<file path="src/rtl/serial_magnitude_comparator.sv">
// serial_magnitude_comparator: multi-cycle MSB-first chunked magnitude compare with early exit.
// Define SERIAL_CMP_SIGNED_EN to honour signed_mode (two's-complement compare).
module serial_magnitude_comparator #(
  parameter int WIDTH = 32,
  parameter int CHUNK = 4
) (
  input  logic             clk,
  input  logic             rst_n,
  input  logic             start,
  input  logic [WIDTH-1:0] x,
  input  logic [WIDTH-1:0] y,
  input  logic             signed_mode,
  output logic             busy,
  output logic             done,
  output logic             lesser,
  output logic             equal,
  output logic             greater
);
  localparam int n = WIDTH / CHUNK;
  localparam int iw = n > 1 ? $clog2(n) : 1;
  localparam logic [CHUNK-1:0] top_bit = CHUNK'(1) << (CHUNK - 1);
  typedef enum logic {idle, run} state_t;
  state_t state;
  logic [WIDTH-1:0] xr, yr;
  logic [iw-1:0] idx;
  logic [CHUNK-1:0] xc, yc;
  logic flip;
`ifdef SERIAL_CMP_SIGNED_EN
  logic sr;
  assign flip = sr && idx == iw'(n - 1);
`else
  logic unused_sm;
  assign unused_sm = signed_mode;
  assign flip = 1'b0;
`endif
  // Flipping both sign bits maps two's-complement order onto unsigned order.
  assign xc = xr[idx*CHUNK +: CHUNK] ^ (flip ? top_bit : '0);
  assign yc = yr[idx*CHUNK +: CHUNK] ^ (flip ? top_bit : '0);
  always_ff @(posedge clk) begin
    if (!rst_n) begin
      state <= idle;
      xr <= '0;
      yr <= '0;
      idx <= '0;
      busy <= 1'b0;
      done <= 1'b0;
      lesser <= 1'b0;
      equal <= 1'b0;
      greater <= 1'b0;
`ifdef SERIAL_CMP_SIGNED_EN
      sr <= 1'b0;
`endif
    end else if (state == idle) begin
      done <= 1'b0;
      if (start) begin
        xr <= x;
        yr <= y;
`ifdef SERIAL_CMP_SIGNED_EN
        sr <= signed_mode;
`endif
        idx <= iw'(n - 1);
        busy <= 1'b1;
        lesser <= 1'b0;
        equal <= 1'b0;
        greater <= 1'b0;
        state <= run;
      end
    end else if (xc != yc || idx == '0) begin
      lesser <= xc < yc;
      equal <= xc == yc;
      greater <= xc > yc;
      done <= 1'b1;
      busy <= 1'b0;
      state <= idle;
    end else begin
      idx <= idx - 1'b1;
    end
  end
endmodule

</file>
<file path="config.mk">
export PLATFORM = sky130hd
export DESIGN_NAME = serial_magnitude_comparator
export DESIGN_NICKNAME = d
export VERILOG_FILES = /design/src/rtl/serial_magnitude_comparator.sv
export SDC_FILE = /design/constraint.sdc
export NUM_CORES = 1
export LEC_CHECK = 0
export BUFFER_PORTS_ARGS = -buffer_cell sky130_fd_sc_hd__buf_2
export CAP_MARGIN = 20
export CORE_MARGIN = 2
export CORE_UTILIZATION = 43
export CTS_BUF_LIST = sky130_fd_sc_hd__clkbuf_8 sky130_fd_sc_hd__clkbuf_16
export CTS_CLUSTER_DIAMETER = 100
export DETAILED_ROUTE_END_ITERATION = 16
export PLACE_DENSITY = 0.73
export SLEW_MARGIN = 5
export SYNTH_ARGS = -nofsm -noshare
export SYNTH_HDL_FRONTEND = slang
export SYNTH_SLANG_ARGS = --single-unit
</file>
<file path="constraint.sdc">
create_clock -name clk -period 5.45 [get_ports clk]
set_input_delay 0.2725 -clock clk [delete_from_list [all_inputs] [get_ports clk]]
set_output_delay 0.2725 -clock clk [all_outputs]
set_load 0.005 [all_outputs]
</file>
==> results.cfg, run 1 <==
[sta]
fin_skew_ns = 0.00405
post-route-period-util_pct = 59.6
tightestPinTransition_ns = 0.857
maxClockFrequency_mhz = 308
rsz0062_at_grt = no
fin_ws_ns = 2.20
slew_headroom_pct = 42.8
hold_violations = 0
tns_ns = 0
setup_viol = 0
whs_ns = 0.160
period_needed_ns = 3.25
drv_slew = 0

[floorplan]
fp.dieH_um = 89.8
coreArea_um2 = 7180
fp.dieArea_um2 = 8060
fp-row-count = 31
initial_core_util_pct = 44.1
io-pin-count = 73
die_x_um = 89.8

[routing]
drt_first_iter_violations = 156
drtPass1Iterations = 4
drc_errors = 0
totalWireLength_mm = 6.99
vias = 2689
antenna_left = 0
wire_per_inst_um = 13.3
avgViaCountPerCell = 5.13

[worst_hold_path]
hold_path.class = in -> reg
hold_depth = 3
hp-start = x[31]
hold_end = xr[31]$_SDFFE_PN0P_

[setup_path]
rrSetupSlack_ns = 2.20
worst_path_largest_cell_delay_ns = 0.67
cp-end-kind = register
cp-start-kind = register
slowest_stage = dfxtp_1
reg2reg_depth = 8
required_ns = 5.70
critical_path_class = reg -> reg
arrival_ns = 3.50
rr_startpoint = idx[0]$_SDFFE_PN0P_
path_cells = buf_4 > mux4_1 > mux2_2 > ha_1 > and4_1 > and2_4 > o21ai_0 > a221oi_1
r2r-end = idx[1]$_SDFFE_PN0P_
crit_path_max_fanout = 11

[yosys]
ys_seq_elements = 73
postSynthAreaPerCell_um2 = 8.74
syn_area_um2 = 3160
syn_inst = 362
synth_area_leaders = dfxtp_1, nand2_1, a21oi_1
synth_fp_nets = 436
yosys.area.top_type_share_pct = 46.2
yosysWarnings = 0
seq_area_frac_synth_pct = 46.2
synth_cell_types = 30
synth_top_area_cell = dfxtp_1

[global_route]
grt_pass1_wl_mm = 11.6
first_global_vias = 2607
track_usage_pct = 17.9
antenna_found_initial = 0
grt_max_degree = 68
gr-total-overflow = 0

[placement]
hpwl_mm = 4.74
pre_cts_ws_ns = 2.19
io_buffers = 71
place_congestion = 0.806

[final_layout]
area_delta_synth_final_pct = 18.5
drive_above_1_share_pct = 24.7
num-fill-cells = 687
diodes = 0
final_util_pct = 52.3
finalNetCount = 494

[clock_tree]
cts_buffers = 9
cts_tree = yes
post_cts_resized = 0
cts_htree_levels = 3
ctsHoldBuffers = 0
clock-root-buffer = clkbuf_8
insertion_delay_ns = 0.34
clk_pin_slew_ns = 0.07
cts_setup_buffers = 0
cts_sinks = 73
cts_max_path_buffers = 2

[power]
cellPowerDensity_nw_per_um2 = 334
leakagePower_nw = 1.57
ir_drop_v = 0.000191

[run]
drv_cap = 0

[run_status]
status = finished clean
[how the worst max path moves through the flow]
stage | cells past startpoint | startpoint | to | slack, ns
after floorplan | 9 | idx[0]$_SDFFE_PN0P_ | idx[0]$_SDFFE_PN0P_ | 2.98
after global placement | 8 | idx[0]$_SDFFE_PN0P_ | idx[1]$_SDFFE_PN0P_ | 2.24
after detailed placement | 8 | idx[0]$_SDFFE_PN0P_ | idx[1]$_SDFFE_PN0P_ | 2.19
after CTS | 8 | idx[0]$_SDFFE_PN0P_ | idx[1]$_SDFFE_PN0P_ | 2.15
after global routing | 8 | idx[0]$_SDFFE_PN0P_ | idx[1]$_SDFFE_PN0P_ | 2.02
final | 8 | idx[0]$_SDFFE_PN0P_ | idx[1]$_SDFFE_PN0P_ | 2.20
[layout by cell type (no fill, tap or decap)]
cell type   instances
inv_1               6
a211oi_1            2
nand2b_1            1
o32ai_1             1
nor2_1              5
nor2b_4             1
o2bb2ai_1           1
nand4_1             1
o21ai_0             4
buf_12              2
dfxtp_1            73
a21oi_1            68
o311a_1             1
a221oi_1            1
and2_4              1
nor3b_1             1
mux4_2              9
a32o_1              1
clkbuf_8           11
buf_2              71
buf_4               2
nand2_1           134
clkinv_2            1
ha_1                6
a311oi_1            1
nand3_1             1
mux2i_1             4
mux4_1              7
mux2_2              4
inv_2               1
and4_1              1
clkinvlp_4          1
nand2b_2            1
[critical path: cells and delay by family, from the launching register on]
| family | cells | cell delay (ns) |
|---|---|---|
| AOI/OAI and AO/OA | 2 | 0.39 |
| DFF | 1 | 0.67 |
| and+or+nand+nor | 2 | 0.56 |
| adders and majority gates | 1 | 0.32 |
| buffers and inverters | 1 | 0.33 |
| muxes | 2 | 0.87 |
[registers in the layout (all words and copies together), names as in the netlist]
signal   cells
xr          32
state        1
greater      1
busy         1
equal        1
done         1
idx          3
yr          32
lesser       1
[synth_stat cells]
master / count
buf_6: 2
mux4_1: 7
dfxtp_1: 73
buf_2: 8
o2bb2ai_1: 1
a221oi_1: 1
nor2b_1: 1
o21ai_0: 4
o32ai_1: 1
a32o_1: 1
a211oi_1: 2
mux2_2: 4
a21oi_1: 68
and2_4: 1
buf_4: 1
mux4_2: 9
buf_1: 8
clkbuf_1: 9
nor3b_1: 1
inv_1: 4
nand3_1: 1
nand4_1: 1
and4_1: 1
nor2_1: 5
mux2i_1: 4
nand2b_1: 2
ha_1: 6
nand2_1: 134
a311oi_1: 1
o311a_1: 1
[metrics by stage]
| step | power, mW | area [um^2] | std cells |
|---|---|---|---|
| after global placement | 0.879 | 3530 | 506 |
| after floorplan | 0.820 | 3160 | 362 |
| after detailed placement | 0.890 | 3530 | 506 |
| after global routing | 1.33 | 3750 | 524 |
| final | 1.25 | 3750 | 524 |
| after CTS | 1.26 | 3710 | 522 |
[routing by layer]
layer / up-vias / part of all wire, % / track usage [%]
met2: 93 / 46 / 28.9
met1: 1223 / 45 / 23.1
met4: 0 / 2.3 / 7.95
li1: 1354 / - / -
met3: 19 / 6.0 / 4.19
met5: - / 0 / 0
[power by group]
part / switching, mW / internal [mW] / leakage [nW]
Sequential: 0.0417 / 0.578 / 0.600
Combinational: 0.139 / 0.124 / 0.869
Clock: 0.187 / 0.184 / 0.0991
[area by class of cell]
class	count	area, um^2	share of cell area (%)
clock inverters	5	23.8	0.634
clock buffers	11	151	4.04
multi-input cells	257	1560	41.7
flip-flops and latches	73	1460	39.0
inverters	4	15.0	0.400
well taps	99	124	3.30
repair buffers	75	410	10.9
[kinds of logic (layout without fill, tap and decap cells)]
kind of cell,Yosys count,after routing,share of synthesized area [%]
AOI/OAI and AO/OA,80,80,13.6
adders and majority gates,6,6,2.37
buffers and inverters,32,95,4.71
DFF,73,73,46.2
muxes,24,24,14.9
and+or+nand+nor,147,147,18.2
No activity file was read; power rests on OpenSTA's default activity.
==> run 2: changes to the inputs <==
--- a/config.mk
+++ b/config.mk
@@ -5,6 +5,7 @@
 export SDC_FILE = /design/constraint.sdc
 export NUM_CORES = 1
 export LEC_CHECK = 0
+export ABC_AREA = 1
 export BUFFER_PORTS_ARGS = -buffer_cell sky130_fd_sc_hd__buf_2
 export CAP_MARGIN = 20
 export CORE_MARGIN = 2
@@ -12,7 +13,7 @@
 export CTS_BUF_LIST = sky130_fd_sc_hd__clkbuf_8 sky130_fd_sc_hd__clkbuf_16
 export CTS_CLUSTER_DIAMETER = 100
 export DETAILED_ROUTE_END_ITERATION = 16
-export PLACE_DENSITY = 0.73
+export PLACE_DENSITY = 0.75
 export SLEW_MARGIN = 5
 export SYNTH_ARGS = -nofsm -noshare
 export SYNTH_HDL_FRONTEND = slang
==> constraint.sdc (replaced) <==
create_clock -name clk -period 2.7 [get_ports clk]
set_input_delay 0.135 -clock clk [delete_from_list [all_inputs] [get_ports clk]]
set_output_delay 0.135 -clock clk [all_outputs]
set_load 0.005 [all_outputs]
==> run 2 against run 1 <==
Compared with the run above: wire length increased by 10%; total power increased by 110%; largest power group unchanged; cell count increased by 18%; sequential power increased by 98%; first-iteration DRC count increased by 27%; die area increased by 2.4%; combinational power increased by 100%; largest cell class unchanged; core utilization decreased by 0.42 points; setup slack got worse by 1.8 ns; flip-flop and latch count unchanged.
==> results.cfg, run 2 <==
[routing]
drt_first_iter_violations = 198
top_layer_used = met4
wl_met2_mm = 3.47
avgViaCountPerCell = 5.00
drtPass1Iterations = 4
totalWireLength_mm = 7.69
wl_met1_mm = 3.63
antenna_left = 0
wire_per_inst_um = 12.4
drc_errors = 0
wl_met3_um = 471
vias = 3097

[final_layout]
area_delta_synth_final_pct = 16.6
finalNetCount = 590
final_util_pct = 51.8
layout_common_cells = nor2_1, o21ai_0, dfxtp_1
finalNonFillerCells = 620
reg_top3 = xr x32, yr x32, idx x3
drive_above_1_share_pct = 19.2
layout_commonest_cell = nor2_1
diodes = 0
num-fill-cells = 759

[setup_path]
cp-end-kind = register
r2r-end = idx[0]$_SDFFE_PN0P_
critPathBufInv = 3
slowest_stage = dfxtp_1
path_cells = inv_2 > buf_4 > nor2_1 > o211ai_1 > o21ai_1 > ha_1 > nand2_1 > nor2_4 > nand3_1 > nand2_1 > inv_2 > a21oi_1
rr_startpoint = idx[0]$_SDFFE_PN0P_
cp_num_cells = 12
path_delay_family = simple AND/OR/NAND/NOR gates
critical_path_class = reg -> reg
worst_path_largest_cell_delay_ns = 0.34
crit_path_max_fanout = 19
cp-startpoint = idx[0]$_SDFFE_PN0P_
reg2reg_depth = 12
critPathCapture = idx[0]$_SDFFE_PN0P_
rrSetupSlack_ns = 0.38
required_ns = 2.97
cp-start-kind = register
arrival_ns = 2.59

[floorplan]
io-pin-count = 73
die_x_um = 90.8
initial_core_util_pct = 44.5
fp-row-count = 31
coreArea_um2 = 7290
fp.dieH_um = 90.8
fp.dieArea_um2 = 8250

[clock_tree]
cts_setup_buffers = 0
cts_htree_levels = 3
clock-root-buffer = clkbuf_8
post_cts_resized = 0
cts_buffers = 9
clk_pin_slew_ns = 0.07
cts_tree = yes
ctsHoldBuffers = 0
cts_max_path_buffers = 2
insertion_delay_ns = 0.35
cts_sinks = 73

[yosys]
ys_top_cells_by_count = nor2_1, o21ai_0, dfxtp_1
synthFlopType = dfxtp_1
yosysWarnings = 0
syn_area_um2 = 3240
ys_seq_elements = 73
seq_area_frac_synth_pct = 45.1
ys_async_sr_fraction_pct = 0
synth_cell_types = 20
synth_fp_nets = 532
yosys.area.top_type_share_pct = 45.1
synth_edf_count = 0
synth_most_common_cell = nor2_1
synth_area_leaders = dfxtp_1, nor2_1, o21ai_0
syn_inst = 458
synth_top_area_cell = dfxtp_1
postSynthAreaPerCell_um2 = 7.08

[sta]
drv_slew = 0
post-route-period-util_pct = 85.9
period_needed_ns = 2.32
rsz0062_at_grt = no
maxClockFrequency_mhz = 431
tns_ns = 0
fin_skew_ns = 0.00754
slew_headroom_pct = 36.6
setup_viol = 0
hold_violations = 0
tightestPinTransition_ns = 0.951

[placement]
post-place-cells = 604
io_buffers = 71
hpwl_mm = 5.32
place_congestion = 0.860

[global_route]
grt_pass1_wl_mm = 12.6
track_usage_pct = 18.9
antenna_found_initial = 0
grt_max_degree = 73
gr-total-overflow = 0
first_global_vias = 2854

[worst_hold_path]
hold_path.class = in -> reg

[power]
cellPowerDensity_nw_per_um2 = 683
leakagePower_nw = 1.72
ir_drop_v = 0.000247

[run]
drv_cap = 0

[run_status]
status = finished clean
==> run 2: worst min path at each step <==
stage / startpoint / end / slack, ns / depth (start not counted)
2_1_floorplan: y[5] / yr[5]$_SDFFE_PN0P_ / 0.28 / 2
3_3_place_gp: x[15] / xr[15]$_SDFFE_PN0P_ / 0.39 / 3
3_5_place_dp: x[1] / xr[1]$_SDFFE_PN0P_ / 0.40 / 3
4_1_cts: x[1] / xr[1]$_SDFFE_PN0P_ / 0.03 / 3
5_1_grt: x[14] / xr[14]$_SDFFE_PN0P_ / 0.06 / 3
6_report: x[1] / xr[1]$_SDFFE_PN0P_ / 0.04 / 3
==> run 2: layout make-up <==
| class | instances | area [um^2] | area share [%] |
|---|---|---|---|
| well taps | 99 | 124 | 3.28 |
| clock inverters | 6 | 51.3 | 1.36 |
| inverters | 15 | 56.3 | 1.49 |
| multi-input cells | 338 | 1530 | 40.6 |
| clock buffers | 10 | 138 | 3.64 |
| repair buffers | 79 | 415 | 11.0 |
| flip-flops and latches | 73 | 1460 | 38.7 |
==> run 2: tightest hold or removal path: stages <==
cell and delay [ns]:
buf_2 0.07, o21ai_0 0.07, nor2_1 0.08
==> run 2: per-stage QoR <==
step           setup WS (ns)  cell area (um^2)  hold WS, ns  total power, mW
3_3_place_gp           0.492              3590        0.387             1.76
5_1_grt                0.110              3780       0.0614             2.72
4_1_cts                0.347              3780       0.0339             2.60
2_1_floorplan          0.844              3240        0.282             1.64
6_report               0.380              3780       0.0360             2.58
3_5_place_dp           0.386              3590        0.396             1.78
==> run 2: routing by layer <==
metal	track usage [%]	up-vias
met5	0	-
met4	7.20	0
met3	4.26	12
met2	31.2	93
met1	24.2	1381
li1	-	1611
==> run 2: power by group <==
part	internal, mW	total, mW	switching, mW
registers	1.17	1.23	0.0577
clock network	0.439	0.824	0.385
logic	0.207	0.530	0.323
total	1.82	2.58	0.766
==> run 2: cells by family (layout without fill, tap and decap cells) <==
kind of cell | after synthesis | count (layout) | share of synthesized area (%)
fa+ha+maj | 6 | 6 | 2.31
compound gates | 130 | 130 | 20.9
buf+inv | 47 | 110 | 7.64
flops | 73 | 73 | 45.1
simple gates | 202 | 202 | 24.1
==> run 3: changes to the inputs <==
--- a/config.mk
+++ b/config.mk
@@ -5,7 +5,6 @@
 export SDC_FILE = /design/constraint.sdc
 export NUM_CORES = 1
 export LEC_CHECK = 0
-export ABC_AREA = 1
 export BUFFER_PORTS_ARGS = -buffer_cell sky130_fd_sc_hd__buf_2
 export CAP_MARGIN = 20
 export CORE_MARGIN = 2
@@ -13,7 +12,7 @@
 export CTS_BUF_LIST = sky130_fd_sc_hd__clkbuf_8 sky130_fd_sc_hd__clkbuf_16
 export CTS_CLUSTER_DIAMETER = 100
 export DETAILED_ROUTE_END_ITERATION = 16
-export PLACE_DENSITY = 0.75
+export PLACE_DENSITY = 0.76
 export SLEW_MARGIN = 5
 export SYNTH_ARGS = -nofsm -noshare
 export SYNTH_HDL_FRONTEND = slang
==> run 3 against run 2 <==
Compared with the run above: global-route usage fell by 0.91 points; flip-flop and latch count unchanged; clock skew up 0.0014 ns; first-iteration DRC count is 22% lower; hold slack got worse by 0.016 ns; register-to-register slack got worse by 0.27 ns; maximum frequency fell by 10%; combinational power is 11% higher; core utilization is 1.5 points higher; count of clock-buffer cells in the layout increased by 1; sequential power about the same; critical path type unchanged.
==> results.cfg, run 3 (same netlist as run 1, synthesis figures left out) <==
[sta]
slew_headroom_pct = 59.3
fin_skew_ns = 0.00898
post-route-period-util_pct = 95.9
setup_viol = 0
rsz0062_at_grt = no
whs_ns = 0.0205
maxClockFrequency_mhz = 386
period_needed_ns = 2.59
drv_slew = 0
tightestPinTransition_ns = 0.609
hold_violations = 0

[setup_path]
critical_path_class = reg -> reg
arrival_ns = 2.85
cp-startpoint = idx[0]$_SDFFE_PN0P_
path_cells = buf_12 > mux4_1 > mux2_2 > ha_1 > and4_4 > and2_4 > o21ai_0 > a221oi_1
critPathBufInv = 1
cp-end-kind = register
rr_startpoint = idx[0]$_SDFFE_PN0P_
crit_path_max_fanout = 12
cp-start-kind = register
slowest_stage = mux4_1
worst_path_largest_cell_delay_ns = 0.58
path_delay_family = multiplexers
required_ns = 2.96

[placement]
post-place-cells = 513
place_area_um2 = 3620
place_congestion = 0.836
io_buffers = 71
hpwl_mm = 5.11

[global_route]
track_usage_pct = 18.0
gr-total-overflow = 0
grt_pass1_wl_mm = 11.6
grt_max_degree = 41
antenna_found_initial = 0
first_global_vias = 2563

[floorplan]
fp.dieArea_um2 = 8060
fp-row-count = 31
initial_core_util_pct = 44.1
fp.dieH_um = 89.8
coreArea_um2 = 7180
io-pin-count = 73
die_x_um = 89.8

[run]
drv_cap = 0

[routing]
totalWireLength_mm = 7.07
wire_per_inst_um = 13.4
antenna_left = 0
avgViaCountPerCell = 5.09
drc_errors = 0
vias = 2687
drt_first_iter_violations = 155
drtPass1Iterations = 4

[final_layout]
layout_common_cells = nand2_1, dfxtp_1, buf_2
layout_commonest_cell = nand2_1
seq_area_um2 = 1460
drive_above_1_share_pct = 26.3
diodes = 0
reg_top3 = xr x32, yr x32, idx x3
finalNetCount = 499
multiInputGateArea_um2 = 1570
area_delta_synth_final_pct = 21.0
finalNonFillerCells = 528
final_area_um2 = 3830
num-fill-cells = 674

[worst_hold_path]
hp-start = y[8]
hold_path.class = in -> reg

[clock_tree]
cts_sinks = 73
cts_buffers = 9
clk_pin_slew_ns = 0.07
cts_max_path_buffers = 2
ctsHoldBuffers = 0
cts_htree_levels = 3
clock-root-buffer = clkbuf_8
cts_tree = yes
insertion_delay_ns = 0.34

[power]
finalPower_mw = 2.67
ir_drop_v = 0.000318
leakagePower_nw = 1.60
cellPowerDensity_nw_per_um2 = 696

[run_status]
status = finished clean
[run 3: cell count changes in the layout (fill, tap and decap cells not counted), moves of 5 or more]
cell | before | now
inv_1 | 13 | 5
mux4_1 | 0 | 7
mux4_2 | 0 | 9
o22ai_1 | 12 | 0
a21oi_1 | 7 | 68
o21ai_1 | 11 | 0
o21ai_0 | 95 | 4
nand2_1 | 27 | 134
nor2_1 | 168 | 5
o211ai_1 | 5 | 0
[run 3: path summary, 6_finish.rpt]
| kind | endpoint | slack, ns | cells after the start |
|---|---|---|---|
| worst max register to register | idx[1]$_SDFFE_PN0P_ | 0.11 | 8 |
| worst min register to register | yr[10]$_SDFFE_PN0P_ | 0.45 | 2 |
| worst min-delay path | yr[8]$_SDFFE_PN0P_ | 0.02 | 3 |
| worst max-delay path | idx[1]$_SDFFE_PN0P_ | 0.11 | 8 |
[run 3: worst reg2reg max path: cells and delay by family (launching register included)]
kind | cells | cell delay (ns)
compound gates | 2 | 0.34
fa+ha+maj | 1 | 0.32
buf+inv | 1 | 0.15
flops | 1 | 0.35
mux | 2 | 0.88
simple gates | 2 | 0.47
[run 3: cell type report]
type                       count  area share, %
multi-input combinational    257           41.0
sequential                    73           38.2
timing repair buffer          80           12.0
clock buffer                  11           3.95
tap                           99           3.23
clock inverter                 4           1.18
inverter                       4          0.392
[run 3: timing repair]
item                                    CTS  global route
endpoints found under the setup margin    2             2
resized for setup                         2             2
buffers inserted                          0             0
pin swaps                                 0             1
[run 3: metrics by stage]
step / utilization [%] / setup slack [ns] / setup TNS, ns
floorplan: - / 0.228 / 0
finish: 53.4 / 0.110 / 0
detailed placement: 50.5 / -0.00138 / -0.00138
global route: 53.4 / 0.00519 / 0
global placement: 50.5 / 0.0757 / 0
CTS: 53.3 / 0.0358 / 0
[run 3: layer usage]
layer	up-vias	part of all wire, %	GRT usage, %
met1	1236	44	22.0
li1	1359	-	-
met3	12	5.9	5.45
met5	-	0	0
met2	80	48	30.2
met4	0	1.6	6.41
[run 3: report_power, final]
part | leakage (nW) | total (mW) | switching [mW] | internal [mW]
Clock | 0.104 | 0.846 | 0.381 | 0.466
Sequential | 0.600 | 1.23 | 0.0629 | 1.17
Combinational | 0.900 | 0.588 | 0.306 | 0.282
